<file path="config.mk">
export PLATFORM = sky130hd
export DESIGN_NAME = ras_stack
export DESIGN_NICKNAME = d
export VERILOG_FILES = /design/src/rtl/ras_stack.sv
export SDC_FILE = /design/constraint.sdc
export NUM_CORES = 1
export LEC_CHECK = 0
export ABC_CLOCK_PERIOD_IN_PS = 9410
export BUFFER_PORTS_ARGS = -buffer_cell sky130_fd_sc_hd__clkbuf_2
export CAP_MARGIN = 20
export CORE_MARGIN = 1.5
export CORE_UTILIZATION = 65
export CTS_CLUSTER_DIAMETER = 50
export DETAILED_ROUTE_END_ITERATION = 7
export PLACE_DENSITY = 0.88
export SETUP_SLACK_MARGIN = 0.5
export SYNTH_ARGS = -nofsm -noshare
export SYNTH_HDL_FRONTEND = slang
export SYNTH_SLANG_ARGS = --single-unit
</file>
<file path="constraint.sdc">
create_clock -name clk -period 9.41 [get_ports clk]
set_input_delay 1.4115 -clock clk [delete_from_list [all_inputs] [get_ports clk]]
set_output_delay 1.4115 -clock clk [all_outputs]
set_load 0.02 [all_outputs]
</file>
<file path="src/rtl/ras_stack.sv">
// Return-address stack: circular buffer of DEPTH entries with a registered pop response.
// Optional checkpoint/restore of {tos,count} is enabled by defining RAS_CKPT_EN.
module ras_stack #(
    parameter int XLEN  = 32,
    parameter int DEPTH = 16,
    parameter int AW    = 4
) (
    input  logic            clk,
    input  logic            rst_n,
    input  logic            flush,
    input  logic            req_valid,
    output logic            req_ready,
    input  logic            req_push,
    input  logic            req_pop,
    input  logic [XLEN-1:0] req_addr,
    output logic            rsp_valid,
    output logic            rsp_hit,
    output logic [XLEN-1:0] rsp_addr,
    output logic [AW:0]     count,
    output logic            empty,
    output logic            full,
    output logic            ovf_sticky,
    input  logic            ckpt_save,
    input  logic            ckpt_restore
);

    localparam logic [AW:0]   FULL_CNT = (AW+1)'(DEPTH);
    localparam logic [AW:0]   CNT_ONE  = (AW+1)'(1);
    localparam logic [AW-1:0] PTR_ONE  = (AW)'(1);

    logic [XLEN-1:0] mem_q [DEPTH];

    logic [AW-1:0]   tos_q, tos_d;
    logic [AW:0]     count_q, count_d;
    logic            rsp_valid_q, rsp_valid_d;
    logic            rsp_hit_q, rsp_hit_d;
    logic [XLEN-1:0] rsp_addr_q, rsp_addr_d;
    logic            ovf_q, ovf_d;
    logic            ready_q, ready_d;
    logic            empty_q, empty_d;
    logic            full_q, full_d;

    logic            accept_s;
    logic            restore_s;
    logic [AW-1:0]   top_idx_s;
    logic            wr_en_s;
    logic [AW-1:0]   wr_idx_s;
    logic [XLEN-1:0] wr_data_s;
    logic [AW-1:0]   snap_tos_s;
    logic [AW:0]     snap_cnt_s;

    assign accept_s  = req_valid & ready_q;
    assign top_idx_s = tos_q - PTR_ONE;

`ifdef RAS_CKPT_EN
    logic [AW-1:0] snap_tos_q, snap_tos_d;
    logic [AW:0]   snap_cnt_q, snap_cnt_d;

    assign restore_s  = ckpt_restore;
    assign snap_tos_s = snap_tos_q;
    assign snap_cnt_s = snap_cnt_q;

    // Snapshot captures pre-edge pointers; a same-edge restore leaves it untouched.
    always_comb begin
        snap_tos_d = snap_tos_q;
        snap_cnt_d = snap_cnt_q;
        if (ckpt_save && !ckpt_restore) begin
            snap_tos_d = tos_q;
            snap_cnt_d = count_q;
        end else begin
            snap_tos_d = snap_tos_q;
            snap_cnt_d = snap_cnt_q;
        end
    end

    // Snapshot register.
    always_ff @(posedge clk) begin
        if (!rst_n) begin
            snap_tos_q <= {AW{1'b0}};
            snap_cnt_q <= {(AW+1){1'b0}};
        end else begin
            snap_tos_q <= snap_tos_d;
            snap_cnt_q <= snap_cnt_d;
        end
    end
`else
    logic unused_ckpt_s;

    assign unused_ckpt_s = ckpt_save ^ ckpt_restore;
    assign restore_s     = 1'b0;
    assign snap_tos_s    = {AW{1'b0}};
    assign snap_cnt_s    = {(AW+1){1'b0}};
`endif

    // Next-state: flush beats restore beats the request; memory is read before the same-edge write.
    always_comb begin
        tos_d       = tos_q;
        count_d     = count_q;
        rsp_valid_d = 1'b0;
        rsp_hit_d   = rsp_hit_q;
        rsp_addr_d  = rsp_addr_q;
        ovf_d       = ovf_q;
        ready_d     = 1'b1;
        wr_en_s     = 1'b0;
        wr_idx_s    = tos_q;
        wr_data_s   = req_addr;
        if (flush) begin
            tos_d   = {AW{1'b0}};
            count_d = {(AW+1){1'b0}};
            ovf_d   = 1'b0;
        end else if (restore_s) begin
            tos_d   = snap_tos_s;
            count_d = snap_cnt_s;
            ovf_d   = 1'b0;
            ready_d = 1'b0;
        end else if (accept_s) begin
            case ({req_push, req_pop})
                2'b10: begin
                    wr_en_s = 1'b1;
                    tos_d   = tos_q + PTR_ONE;
                    if (count_q == FULL_CNT) begin
                        ovf_d = 1'b1;
                    end else begin
                        count_d = count_q + CNT_ONE;
                    end
                end
                2'b01: begin
                    rsp_valid_d = 1'b1;
                    if (count_q != {(AW+1){1'b0}}) begin
                        rsp_hit_d  = 1'b1;
                        rsp_addr_d = mem_q[top_idx_s];
                        tos_d      = top_idx_s;
                        count_d    = count_q - CNT_ONE;
                    end else begin
                        rsp_hit_d  = 1'b0;
                        rsp_addr_d = {XLEN{1'b0}};
                    end
                end
                2'b11: begin
                    rsp_valid_d = 1'b1;
                    wr_en_s     = 1'b1;
                    if (count_q != {(AW+1){1'b0}}) begin
                        // Coroutine swap: replace the top entry in place.
                        rsp_hit_d  = 1'b1;
                        rsp_addr_d = mem_q[top_idx_s];
                        wr_idx_s   = top_idx_s;
                    end else begin
                        rsp_hit_d  = 1'b0;
                        rsp_addr_d = {XLEN{1'b0}};
                        tos_d      = tos_q + PTR_ONE;
                        count_d    = CNT_ONE;
                    end
                end
                default: begin
                    tos_d = tos_q;
                end
            endcase
        end else begin
            tos_d = tos_q;
        end
        empty_d = (count_d == {(AW+1){1'b0}});
        full_d  = (count_d == FULL_CNT);
    end

    // Control and response registers.
    always_ff @(posedge clk) begin
        if (!rst_n) begin
            tos_q       <= {AW{1'b0}};
            count_q     <= {(AW+1){1'b0}};
            rsp_valid_q <= 1'b0;
            rsp_hit_q   <= 1'b0;
            rsp_addr_q  <= {XLEN{1'b0}};
            ovf_q       <= 1'b0;
            ready_q     <= 1'b0;
            empty_q     <= 1'b1;
            full_q      <= 1'b0;
        end else begin
            tos_q       <= tos_d;
            count_q     <= count_d;
            rsp_valid_q <= rsp_valid_d;
            rsp_hit_q   <= rsp_hit_d;
            rsp_addr_q  <= rsp_addr_d;
            ovf_q       <= ovf_d;
            ready_q     <= ready_d;
            empty_q     <= empty_d;
            full_q      <= full_d;
        end
    end

    // Entry storage; contents survive flush and reset but become unreachable.
    always_ff @(posedge clk) begin
        if (rst_n && wr_en_s) begin
            mem_q[wr_idx_s] <= wr_data_s;
        end
    end

    assign req_ready  = ready_q;
    assign rsp_valid  = rsp_valid_q;
    assign rsp_hit    = rsp_hit_q;
    assign rsp_addr   = rsp_addr_q;
    assign count      = count_q;
    assign empty      = empty_q;
    assign full       = full_q;
    assign ovf_sticky = ovf_q;

endmodule
</file>
Word-level counts from Yosys, hierarchy flattened
Memory sizes are Yosys's and may differ from the RTL's.
Index checks and enable logic that the tools add are counted.

cells by class
  add/subtract/negate cells = 4
  equal/unequal tests = 6
  muxes and demuxes = 21
  bitwise operators = 4
  reduce and logical (&&, ||, !) cells = 11

operators by type and width
  cell                                                                    count
  32-bit two-way mux                                                      1
  5-bit two-way mux                                                       5
  4-bit two-way mux                                                       5
  5-bit one-hot mux with 3 select lines                                   1
  4-bit one-hot mux with 3 select lines                                   1
  5-bit equality test (second input constant)                             2
  3-bit AND reduction                                                     3
  1-bit two-way mux                                                       8
  2-bit OR reduction                                                      3
  5-bit by 1-bit adder with 5-bit output (second input constant)          1
  5-bit logical NOT                                                       1
  5-bit nonzero test                                                      1
  5-bit by 1-bit subtractor with 5-bit output (second input constant)     1
  4-bit by 1-bit adder with 4-bit output (second input constant)          1
  2-bit equality test (second input constant)                             2
  4-bit by 1-bit subtractor with 4-bit output (second input constant)     1
  1-bit inverter                                                          3
  3-bit nonzero test                                                      1
  3-bit OR reduction                                                      1
  2-bit by 1-bit equality test with 1-bit output (second input constant)  1
  2-bit inequality test (second input constant)                           1
  1-bit AND                                                               1
  1-bit logical AND                                                       1

storage, ports and cells
  register bits = 47
  memory bits (writable) = 512
  word-level logic and storage cells = 56
  memories kept = 1

memories
  memory  depth  bits a word  read ports  clocked after Yosys merged registers in  wr ports  RTL line  RTL
  mem_q   16     32           1           0                                        1         31        logic [XLEN-1:0] mem_q [DEPTH];

Logic depth before layout (Yosys ltp)
  depth in word-level cells = 8
  mapped depth = 11

Least setup slack after synthesis
Ideal clock, no wire load.

  path type = in2reg
  from = input req_push
  to = memory mem_q[14][0] (enable)
  arrival time = 4.036 ns
  data required time = 8.989 ns
  path slack = 4.953 ns
  cell stages on the path = 8
  buffers on the path = 2
  path through = ha_1 -> buf_2 -> and4b_1 -> and2_1 -> clkbuf_1 -> a21boi_0 -> a22oi_1 -> nor2_1

between the ends
  longest elaborated chain between the ends = 8
  elaborated cells on any way between the ends = 12
  classes of those cells = 2 x eq/ne; 8 x mux; 2 x reduce/logical

ends and longest elaborated chain
  element                                  RTL line  RTL
  start: declaration                       13        input logic req_push,
  2-bit equality test                      117       case ({req_push, req_pop})
  2-bit OR reduction (no line)             -
  1-bit two-way mux                        117
  1-bit two-way mux                        116       end else if (accept_s) begin
  1-bit two-way mux                        107       if (flush) begin
  1-bit logical AND                        192       if (rst_n && wr_en_s) begin
  1-bit two-way mux                        192
  1-bit two-way mux (implied by the code)  193       mem_q[wr_idx_s] <= wr_data_s;
  end: declaration                         31

Several ways; a longest one is shown, not always the timed one.

Worst setup path after layout
  from = register tos_q[0]
  to = register rsp_addr_q[24], in the netlist rsp_addr[24]

between the ends
  longest elaborated chain between the ends = 3

ends and longest elaborated chain
  element                                      RTL line  RTL
  start: declaration                           33        logic [AW-1:0] tos_q, tos_d;
  start signal: assignment                     168       tos_q <= {AW{1'b0}};
  start signal: assignment                     178       tos_q <= tos_d;
  4-bit by 1-bit subtractor with 4-bit output  53        assign top_idx_s = tos_q - PTR_ONE;
  memory 16 x 32 bit                           -
  32-bit two-way mux                           129, 142
  end signal: assignment                       172       rsp_addr_q <= {XLEN{1'b0}};
  end signal: assignment                       182       rsp_addr_q <= rsp_addr_d;
  end: declaration                             37        logic [XLEN-1:0] rsp_addr_q, rsp_addr_d;

No other way between the ends.
A chain may end at the register's enable or synchronous reset.

==> flow_summary.yaml <==
timing:
  fin_skew_ps: 26.5
  worst_slack_ps: 5070
  maxSlewHeadroom_pct: 29.0
  fmax_mhz: 230
  worstMarginPinSlew_ps: 1060
  setup_violations: 0
  setup_tns_ps: 0
  rsz0062_at_grt: "false"
  slew_viol_final: 0
  fin_crit_ps: 4340
  finalHoldViolations: 0
  period_share_pct: 46.2
routing:
  antenna_left: 0
  wl_met3_mm: 4.29
  drtIter0Drc: 1423
  via_count: 10500
  post_drt_wl_per_cell_um: 31.0
  wl_mm: 48.0
  drc_errors: 0
  drtPass1Iterations: 5
  detail_route.vias_per_cell: 6.77
  wl_met2_mm: 24.8
  wl_met1_mm: 17.3
  top_layer: "met4"
global_route:
  grt_pass1_wl_mm: 69.4
  grt_antenna_before_repair: 1
  overflow: 0
  grt_max_degree: 80
  grt_usage_pct: 29.2
  grt_pass1_vias: 10900
place:
  dp_hpwl_mm: 23.7
  place_area_um2: 22500
  placed_cells: 1447
  port-buffer-count: 80
  place_ws_ps: 4720
  globalplace.congestion: 0.803
job:
  max-cap-violations: 0
cts:
  holdBufCountCts: 0
  cts_setup_buffers: 0
  h-tree-depth: 2
  numCtsBuffers: 52
  cts_tree: "done"
  clock_latency_ps: 580
  cts-resized-gates: 0
  cts_buffer_depth: 3
  root_buffer: "clkbuf_16"
  cts.sinks: 559
  clk_pin_slew_worst_paths_ps: 60
logic_synthesis:
  synth_top_family_by_area: "multiplexers"
  synth_mux_area_share_pct: 17.0
  ys_ff_latch: 559
  synth_compound_area_share_pct: 2.60
  synth_xor_area_share_pct: 0.204
  synth.most_common_cell: "edfxtp_1"
  syn_area_per_cell_um2: 22.4
  synth_adder_area_share_pct: 0.584
  yosys-top-cells-count: "512 x edfxtp_1, 160 x mux4_2, 47 x dfxtp_1"
  syn-cell-area_um2: 21400
  synth.distinct_cells: 56
  syn_nets: 1005
  synthFlopType: "edfxtp_1"
  synth-simple-area-share_pct: 2.00
  synthTopCellsByArea: "edfxtp_1 72%, mux4_2 17%, dfxtp_1 4.4%, a22o_1 1.3%, ha_1 0.58%"
  ys_warn_count: 0
  synthCells: 955
  synth_top_area_share_pct: 71.7
  synth_largest_area_cell: "edfxtp_1"
  synth_edf_count: 512
  synthArstFlopShare_pct: 0
  yosysSeqAreaShare_pct: 76.1
setup_path:
  worstPathArrival_ps: 4780
  cpPeakStageDelay_ps: 920
  cp_max_fo: 52
  worstSetupEndpointType: "flop"
  crit_path_start_kind: "flop"
  crit_required_ps: 9850
  path_class: "reg -> reg"
  worst_path_max_delay_cell: "dfxtp_4"
  worstPathCellList: "inv_1 > ha_4 > buf_4 > buf_4 > mux4_2 > mux4_2 > a22o_1"
floorplan:
  pin_count: 83
  row_count: 66
  die_area_um2: 34100
  start_util_pct: 65.9
  die_y_um: 185
  fp.coreArea_um2: 32500
  die_w_um: 185
cells_and_area:
  drive_gt1_share_pct: 33.0
  regArea_um2: 16300
  finalNetCount: 1112
  fillers: 1719
  multi_input_area_um2: 4970
  final_cells: 1549
  area_growth_pct: 12.7
  fin_area_um2: 24200
power:
  p_per_area_nw_per_um2: 200
  power.total_mw: 4.83
  p_leak_nw: 7.63
  max-vdd-ir-drop_uv: 204
worst_hold_path:
  worst_hold_path_type: "reg -> reg"
status:
  outcome: "finished, final reports clean"
-- kinds of logic (layout without fill, tap and decap cells) --
family / count (synthesis) / after routing
buf+inv: 65 / 216
mux: 164 / 164
xor+xnor: 5 / 5
simple gates: 82 / 82
other cells: 0 / 1
compound gates: 70 / 70
fa+ha+maj: 10 / 10
flops: 559 / 559
-- sequential cells by signal (all words and copies together) (netlist names) --
register,flops
mem_q,512
req_ready,1
tos_q,4
rsp_hit,1
rsp_addr,32
count,5
rsp_valid,1
full,1
ovf_sticky,1
empty,1
-- metal layers --
metal / vias to the layer above / global-route usage [%]
met5: - / 0
li1: 4269 / -
met1: 5388 / 38.2
met3: 121 / 5.69
met4: 0 / 12.3
met2: 711 / 49.0
-- report_power, final --
part | total (mW) | switching (mW) | internal [mW]
logic | 0.135 | 0.0795 | 0.0554
clock network | 1.99 | 0.870 | 1.12
registers | 2.71 | 0.00429 | 2.71
total | 4.83 | 0.954 | 3.88
-- critical path, delay by kind of cell (launching register included) --
family                     cells  cell delay [ps]
buffers and inverters          3             1650
adders and majority gates      1              400
AOI/OAI and AO/OA              1              220
muxes                          2              950
DFF                            1              920
-- per-stage QoR --
step           util (%)  hold slack (ps)
2_1_floorplan         -              592
6_report           74.3              474
4_1_cts            74.0              481
3_3_place_gp       69.0              457
5_1_grt            74.2              497
3_5_place_dp       69.0              465
-- worst paths after layout --
kind                                start  cells after the start                         to  slack (ps)
hold reg to reg   ovf_sticky$_SDFFE_PP0P_                      2    ovf_sticky$_SDFFE_PP0P_         470
setup reg to reg    tos_q[0]$_SDFFE_PP0P_                      7  rsp_addr[24]$_SDFFE_PN0P_        5070
hold / removal    ovf_sticky$_SDFFE_PP0P_                      2    ovf_sticky$_SDFFE_PP0P_         470
setup / recovery    tos_q[0]$_SDFFE_PP0P_                      7  rsp_addr[24]$_SDFFE_PN0P_        5070
-- placed cells by master (no fill, tap or decap), drive strengths merged, types with 2 or more instances in the layout --
| cell type | count |
|---|---|
| a21boi | 2 |
| a21oi | 6 |
| a22o | 32 |
| a22oi | 4 |
| a32oi | 2 |
| and2 | 2 |
| and3 | 2 |
| buf | 27 |
| clkbuf | 155 |
| clkinv | 19 |
| dfxtp | 47 |
| edfxtp | 512 |
| ha | 10 |
| inv | 13 |
| mux2i | 3 |
| mux4 | 160 |
| nand2 | 10 |
| nand2b | 5 |
| nand3 | 2 |
| nand4 | 2 |
| nor2 | 30 |
| nor2b | 8 |
| nor3 | 10 |
| nor4 | 3 |
| o2111ai | 2 |
| o21ai | 6 |
| o221a | 2 |
| xnor2 | 3 |
| xor2 | 2 |
-- area by class of cell --
type                            instances  share of cell area (%)
Tap cell                              442                    2.29
Clock buffer                           75                    6.09
Multi-Input combinational cell        331                    20.6
Clock inverter                         23                   0.616
Antenna cell                            1                  0.0104
Sequential cell                       559                    67.6
Timing Repair Buffer                  107                    2.71
Inverter                               11                   0.171
Power figures use the tool's default switching activity.
